File: config.mk
export PLATFORM = sky130hd
export DESIGN_NAME = one_by_three_demux_router
export DESIGN_NICKNAME = d
export VERILOG_FILES = /design/src/rtl/one_by_three_demux_router.sv
export SDC_FILE = /design/constraint.sdc
export NUM_CORES = 1
export LEC_CHECK = 0
export CORE_MARGIN = 1.5
export CORE_UTILIZATION = 46
export CTS_CLUSTER_SIZE = 16
export DETAILED_ROUTE_END_ITERATION = 8
export PLACE_DENSITY = 0.86
export SKIP_CTS_REPAIR_TIMING = 1
export SLEW_MARGIN = 20
export SYNTH_ARGS = -nofsm -noshare
export SYNTH_HDL_FRONTEND = slang
export SYNTH_SLANG_ARGS = --single-unit
File: constraint.sdc
create_clock -name clk -period 1.9 [get_ports clk]
set_input_delay 0.285 -clock clk [delete_from_list [all_inputs] [get_ports clk]]
set_output_delay 0.285 -clock clk [all_outputs]
set_load 0.05 [all_outputs]
File: src/rtl/one_by_three_demux_router.sv
// one_by_three_demux_router
//
// Registered 1-to-3 demultiplexer. Each word on the single valid/ready input stream
// is steered to output A, B or C by {sel1, sel2}: 00 -> A, 01 -> B, 1x -> C.
// Each output has a one-entry holding register with its own EMPTY/FULL FSM. A stalled
// output therefore only blocks words aimed at it; traffic to the other outputs
// keeps flowing.
//
// Ports
//   clk, rst                 clock and synchronous active-high reset
//   in_data/in_valid/in_ready   input stream; sel1/sel2 are sampled with in_data
//   A/B/C, *_valid, *_ready  output streams; data and valid come straight from registers
//   cnt_A/B/C                per-output drain counters, CNT_W bits, wrapping
//                            (present only when ROUTE_COUNT_EN is defined)
//
// Configuration macro: ROUTE_COUNT_EN adds the drain counters and their ports.

module one_by_three_demux_router #(
  parameter int unsigned WIDTH = 8,
  parameter int unsigned CNT_W = 16
) (
  input  logic             clk,
  input  logic             rst,
  input  logic [WIDTH-1:0] in_data,
  input  logic             in_valid,
  output logic             in_ready,
  input  logic             sel1,
  input  logic             sel2,
  output logic [WIDTH-1:0] A,
  output logic             A_valid,
  input  logic             A_ready,
  output logic [WIDTH-1:0] B,
  output logic             B_valid,
  input  logic             B_ready,
  output logic [WIDTH-1:0] C,
  output logic             C_valid,
  input  logic             C_ready
`ifdef ROUTE_COUNT_EN
  ,
  output logic [CNT_W-1:0] cnt_A,
  output logic [CNT_W-1:0] cnt_B,
  output logic [CNT_W-1:0] cnt_C
`endif
);

  localparam logic StEmpty = 1'b0;
  localparam logic StFull  = 1'b1;

  // Index 0/1/2 corresponds to output A/B/C throughout.
  logic [2:0]            full_q, full_d;
  logic [2:0][WIDTH-1:0] data_q, data_d;
  logic [2:0]            out_ready;
  logic [1:0]            tgt;
  logic [2:0]            tgt_oh;
  logic                  accept;

  assign out_ready = {C_ready, B_ready, A_ready};

  // Target decode; sel1 high selects C regardless of sel2, so tgt never reaches 3.
  always_comb begin
    tgt    = sel1 ? 2'd2 : {1'b0, sel2};
    tgt_oh = 3'b001 << tgt;
  end

  // The target can take a word when it is empty or is being drained this cycle.
  assign in_ready = !rst && ((full_q[tgt] == StEmpty) || out_ready[tgt]);
  assign accept   = in_valid && in_ready;

  always_comb begin
    full_d = full_q;
    data_d = data_q;
    for (int i = 0; i < 3; i++) begin
      unique case (full_q[i])
        StEmpty: begin
          if (accept && tgt_oh[i]) begin
            full_d[i] = StFull;
            data_d[i] = in_data;
          end
        end
        StFull: begin
          if (accept && tgt_oh[i]) begin
            // Drain and reload in the same cycle: no bubble.
            data_d[i] = in_data;
          end else if (out_ready[i]) begin
            full_d[i] = StEmpty;
          end
        end
        default: ;
      endcase
    end
  end

  always_ff @(posedge clk) begin
    if (rst) begin
      full_q <= '0;
      data_q <= '0;
    end else begin
      full_q <= full_d;
      data_q <= data_d;
    end
  end

  assign A       = data_q[0];
  assign B       = data_q[1];
  assign C       = data_q[2];
  assign A_valid = (full_q[0] == StFull);
  assign B_valid = (full_q[1] == StFull);
  assign C_valid = (full_q[2] == StFull);

`ifdef ROUTE_COUNT_EN
  logic [2:0]            drain;
  logic [2:0][CNT_W-1:0] cnt_q;

  assign drain = full_q & out_ready;

  always_ff @(posedge clk) begin
    if (rst) begin
      cnt_q <= '0;
    end else begin
      for (int i = 0; i < 3; i++) begin
        if (drain[i]) cnt_q[i] <= cnt_q[i] + CNT_W'(1);
      end
    end
  end

  assign cnt_A = cnt_q[0];
  assign cnt_B = cnt_q[1];
  assign cnt_C = cnt_q[2];
`else
  logic unused_cnt_w;
  assign unused_cnt_w = (CNT_W != 0);
`endif

endmodule

# Word-level counts from Yosys, hierarchy flattened
# Cells that the tools add are included.
[op_classes] n_addsub=0 n_mul=0 n_div=0 n_lt_le_gt_ge=1 eq_ne=0 shifts=1 mux=20 bitwise_logic=4 n_reduce_logical=7
[op_table] op="$mux W8" n=3
[op_table] op="$mux W1" n=11
[op_table] op="$pmux W1 S2" n=3
[op_table] op="$logic_and A1 B1 Y1" n=5
[op_table] op="$bmux W1 S2" n=2
[op_table] op="$not A1 Y1" n=4
[op_table] op="$lt A2 B3 Y1 const B" n=1
[op_table] op="$shl A1 B2 Y3 const A" n=1
[op_table] op="$mux W2" n=1
[op_table] op="$logic_not A1 Y1" n=1
[op_table] op="$logic_or A1 B1 Y1" n=1
[totals] regBits=27 latch_bits=0 mem_bits_rw=0 mem_bits_ro=0 in_bits=16 output_inout_bits=28 n_memories=0

# Logic depth before layout (Yosys ltp)
[depth] depth_word=10 depth_mapped=5

# Worst setup path after synthesis
# No wires, ideal clock.
[synth_path] path_kind="flip-flop to output port" start="register full_q[1]" end="output port in_ready" t_arrival_ns=1.509 slack_ns=0.106 stages_incl_launch_ff=5 n_path_buf=1 path_cell_list="dfxtp_1 -> nor2b_1 -> clkbuf_1 -> mux2i_1 -> o21a_1"
[synth_between] elab_chain_cells=5
[synth_rtl] element="start, declared" line="50" rtl="logic [2:0] full_q, full_d;"
[synth_rtl] element="start signal, assigned" line="98" rtl="full_q <= full_d;"
[synth_rtl] element="$bmux W1 S2" line="66" rtl="assign in_ready = !rst && ((full_q[tgt] == StEmpty) || out_ready[tgt]);"
[synth_rtl] element="$mux W1 (not written as such)" line="66"
[synth_rtl] element="$not A1 Y1" line="66"
[synth_rtl] element="$logic_or A1 B1 Y1" line="66"
[synth_rtl] element="$logic_and A1 B1 Y1" line="66"
[synth_rtl] element="end, declared" line="26" rtl="output logic in_ready,"
# No other way between the ends. The select of a mux whose other input is x is not followed.

# Final worst setup path
[layout_path] start="register data_q, in the netlist A[3]" end="output port A[3]"
[layout_rtl] element="start, declared" line="51" rtl="logic [2:0][WIDTH-1:0] data_q, data_d;"
[layout_rtl] element="start signal, assigned" line="99" rtl="data_q <= data_d;"
[layout_rtl] element="end, declared" line="29" rtl="output logic [WIDTH-1:0] A,"
# No word-level cell between the ends.

==> results.json <==
{
  "avgSynthCellArea_sq_um": 9.00,
  "initial_core_util_pct": 48.4,
  "rsz0062_at_grt": "no",
  "netlist_top_cells_area": "dfxtp_1, o211ai_1, nand4_1",
  "max-slew-margin-rel_pct": 65.7,
  "leakagePower_uw": 0.000684,
  "cp-endpoint": "A[3]",
  "grt_antenna_before_repair": 0,
  "dr.pass1.iters": 4,
  "reg2reg_to": "A[3]",
  "dieHeight_microns": 53.8,
  "timing.rr.start": "full_q[0]",
  "async_reset_ff_share_pct": 0,
  "cp_max_fo": 2,
  "cts_sinks": 27,
  "period_share_pct": 95.2,
  "synth_largest_area_cell": "dfxtp_1",
  "vias": 1132,
  "crit_path_end_kind": "output pin",
  "synthFlopType": "dfxtp_1",
  "finalWorstSetupSlack_ns": 0.0903,
  "ff2ff_path_depth": 4,
  "gr-usage-met3_pct": 4.44,
  "grt_overflow": 0,
  "final.min_clock_period_ns": 1.81,
  "syn_inst": 132,
  "cts_htree_levels": 1,
  "hold_class": "reg2reg",
  "cp_num_cells": 1,
  "setup_viol": 0,
  "worst_pin_slew_ns": 0.513,
  "critPathMaxStageDelay_ns": 0.81,
  "grt_pass1_wl_mm": 4.99,
  "arrival_ns": 1.52,
  "seq_area_frac_synth_pct": 45.5,
  "routedWlPerCell_microns": 15.3,
  "ff2ff_setup_slack_ns": 0.83,
  "worstPathRequired_ns": 1.62,
  "grt_max_degree": 25,
  "drive_gt1_share_pct": 12.2,
  "path_cells": "clkdlybuf4s50_1",
  "outcome": "finished clean",
  "post-route-util_pct": 67.9,
  "row_count": 18,
  "synth_cell_types": 20,
  "crit_family": "buffers and inverters",
  "tritoncts": "built",
  "grt_use_met1_pct": 32.2,
  "setup_tns_ns": 0,
  "vias_per_cell": 5.60,
  "fillers": 201,
  "place_area_sq_um": 1640,
  "fmax_mhz": 553,
  "synth_edf_count": 0,
  "dp_hpwl_mm": 2.32,
  "clk_pin_slew_ns": 0.15,
  "clockBufferDepth": 2,
  "synth_most_common_cell": "dfxtp_1",
  "powerDensity_nw_per_um2": 667,
  "syn_nets": 148,
  "ant_nets": 0,
  "min_delay_path_depth": 2,
  "syn_area_sq_um": 1190,
  "die_w_microns": 53.8,
  "cp_num_buf_inv": 1,
  "stdcell_area_sq_um": 1670,
  "grtUsageTotal_pct": 24.1,
  "drt-initial-drc-count": 53,
  "antenna_cells": 0,
  "grt_pass1_vias": 1042,
  "die_area_sq_um": 2900,
  "hold_violations": 0,
  "peakVddDrop_uv": 522,
  "dp.cells": 198,
  "area_growth_pct": 40.3,
  "nets": 189,
  "critPathKind": "reg2out",
  "drc": 0,
  "synth_common_cells": "dfxtp_1, nand2_1, nand4_1, o211ai_1, clkbuf_1",
  "skew_ns": 0.000841,
  "crit_path_top_delay_cell": "clkdlybuf4s50_1",
  "io_pins": 44,
  "netlist.area_leader.share_pct": 45.5,
  "max-cap-violations": 0,
  "numPortBuffers": 43,
  "cts_root_buf": "clkbuf_4",
  "startpoint_type": "flop",
  "met2_usage_pct": 38.0,
  "startpoint": "A[3]",
  "slew_viol_final": 0,
  "ys.warnings.count": 0,
  "routabilityCongestion": 0.871,
  "coreArea_sq_um": 2450,
  "clock_latency_ns": 0.32,
  "grt-busiest-layer": "met2",
  "final_cells": 202,
  "ys_ff_latch": 27,
  "pre_cts_ws_ns": 0.0897,
  "numCtsBuffers": 3,
  "routed_wl_mm": 3.09
}
layout make-up:
class	instances	area, sq um	area share (%)
multi-input combinational	90	576	34.5
clock inverter	1	7.51	0.450
inverter	1	3.75	0.225
sequential	27	541	32.4
timing repair buffer	50	480	28.8
tap	30	37.5	2.25
clock buffer	3	22.5	1.35
state kept, by name, summed over array words and instances, names as in the netlist:
signal  flops
C           8
B           8
full_q      3
A           8
tightest hold or removal path: cells and delay by family, from the launching register on:
| kind | cells | cell delay [ns] |
|---|---|---|
| DFF | 1 | 0.35 |
| and+or+nand+nor | 1 | 0.05 |
| AOI/OAI and AO/OA | 1 | 0.06 |
placed cells by master (no fill, tap or decap), types with 2 or more instances in the layout:
cell	synthesis	routed
nor2b_1	3	3
dfxtp_1	27	27
nand2_1	25	25
buf_4	0	8
nand3_1	8	8
o211ai_1	16	16
nand4_1	16	16
o211ai_2	8	8
nand2b_1	3	3
and3b_1	2	2
clkbuf_4	0	3
a21oi_1	4	4
clkdlybuf4s50_1	0	42
per-stage QoR:
step	total power, uW	hold slack [ns]
3_3_place_gp	863	0.458
5_1_grt	1160	0.499
2_1_floorplan	764	0.354
4_1_cts	1120	0.486
6_report	1110	0.482
3_5_place_dp	868	0.467
worst min path at each step:
stage | start | to
final | A[5] | A[5]
after global routing | A[1] | A[1]
after CTS | A[5] | A[5]
after detailed placement | A[5] | A[5]
after global placement | A[1] | A[1]
after floorplan | rst | full_q[0]
report_power, final:
part | switching, uW | internal [uW] | total [uW]
combinational | 160 | 94.3 | 255
sequential | 13.9 | 589 | 603
clock | 174 | 80.5 | 254
cell families after synthesis:
kind of cell / synth area share (%)
buf+inv: 6.10
flops: 45.5
simple gates: 26.7
mux: 0.842
compound gates: 20.8
per-layer routing:
layer  share of wire [%]  vias up  wire, microns
li1                    -      563              -
met1                  44      519           1360
met2                  48       46           1500
met3                 6.4        4            197
met4                 1.3        0             39
met5                   0        -              0
No activity file was read; power rests on OpenSTA's default activity.
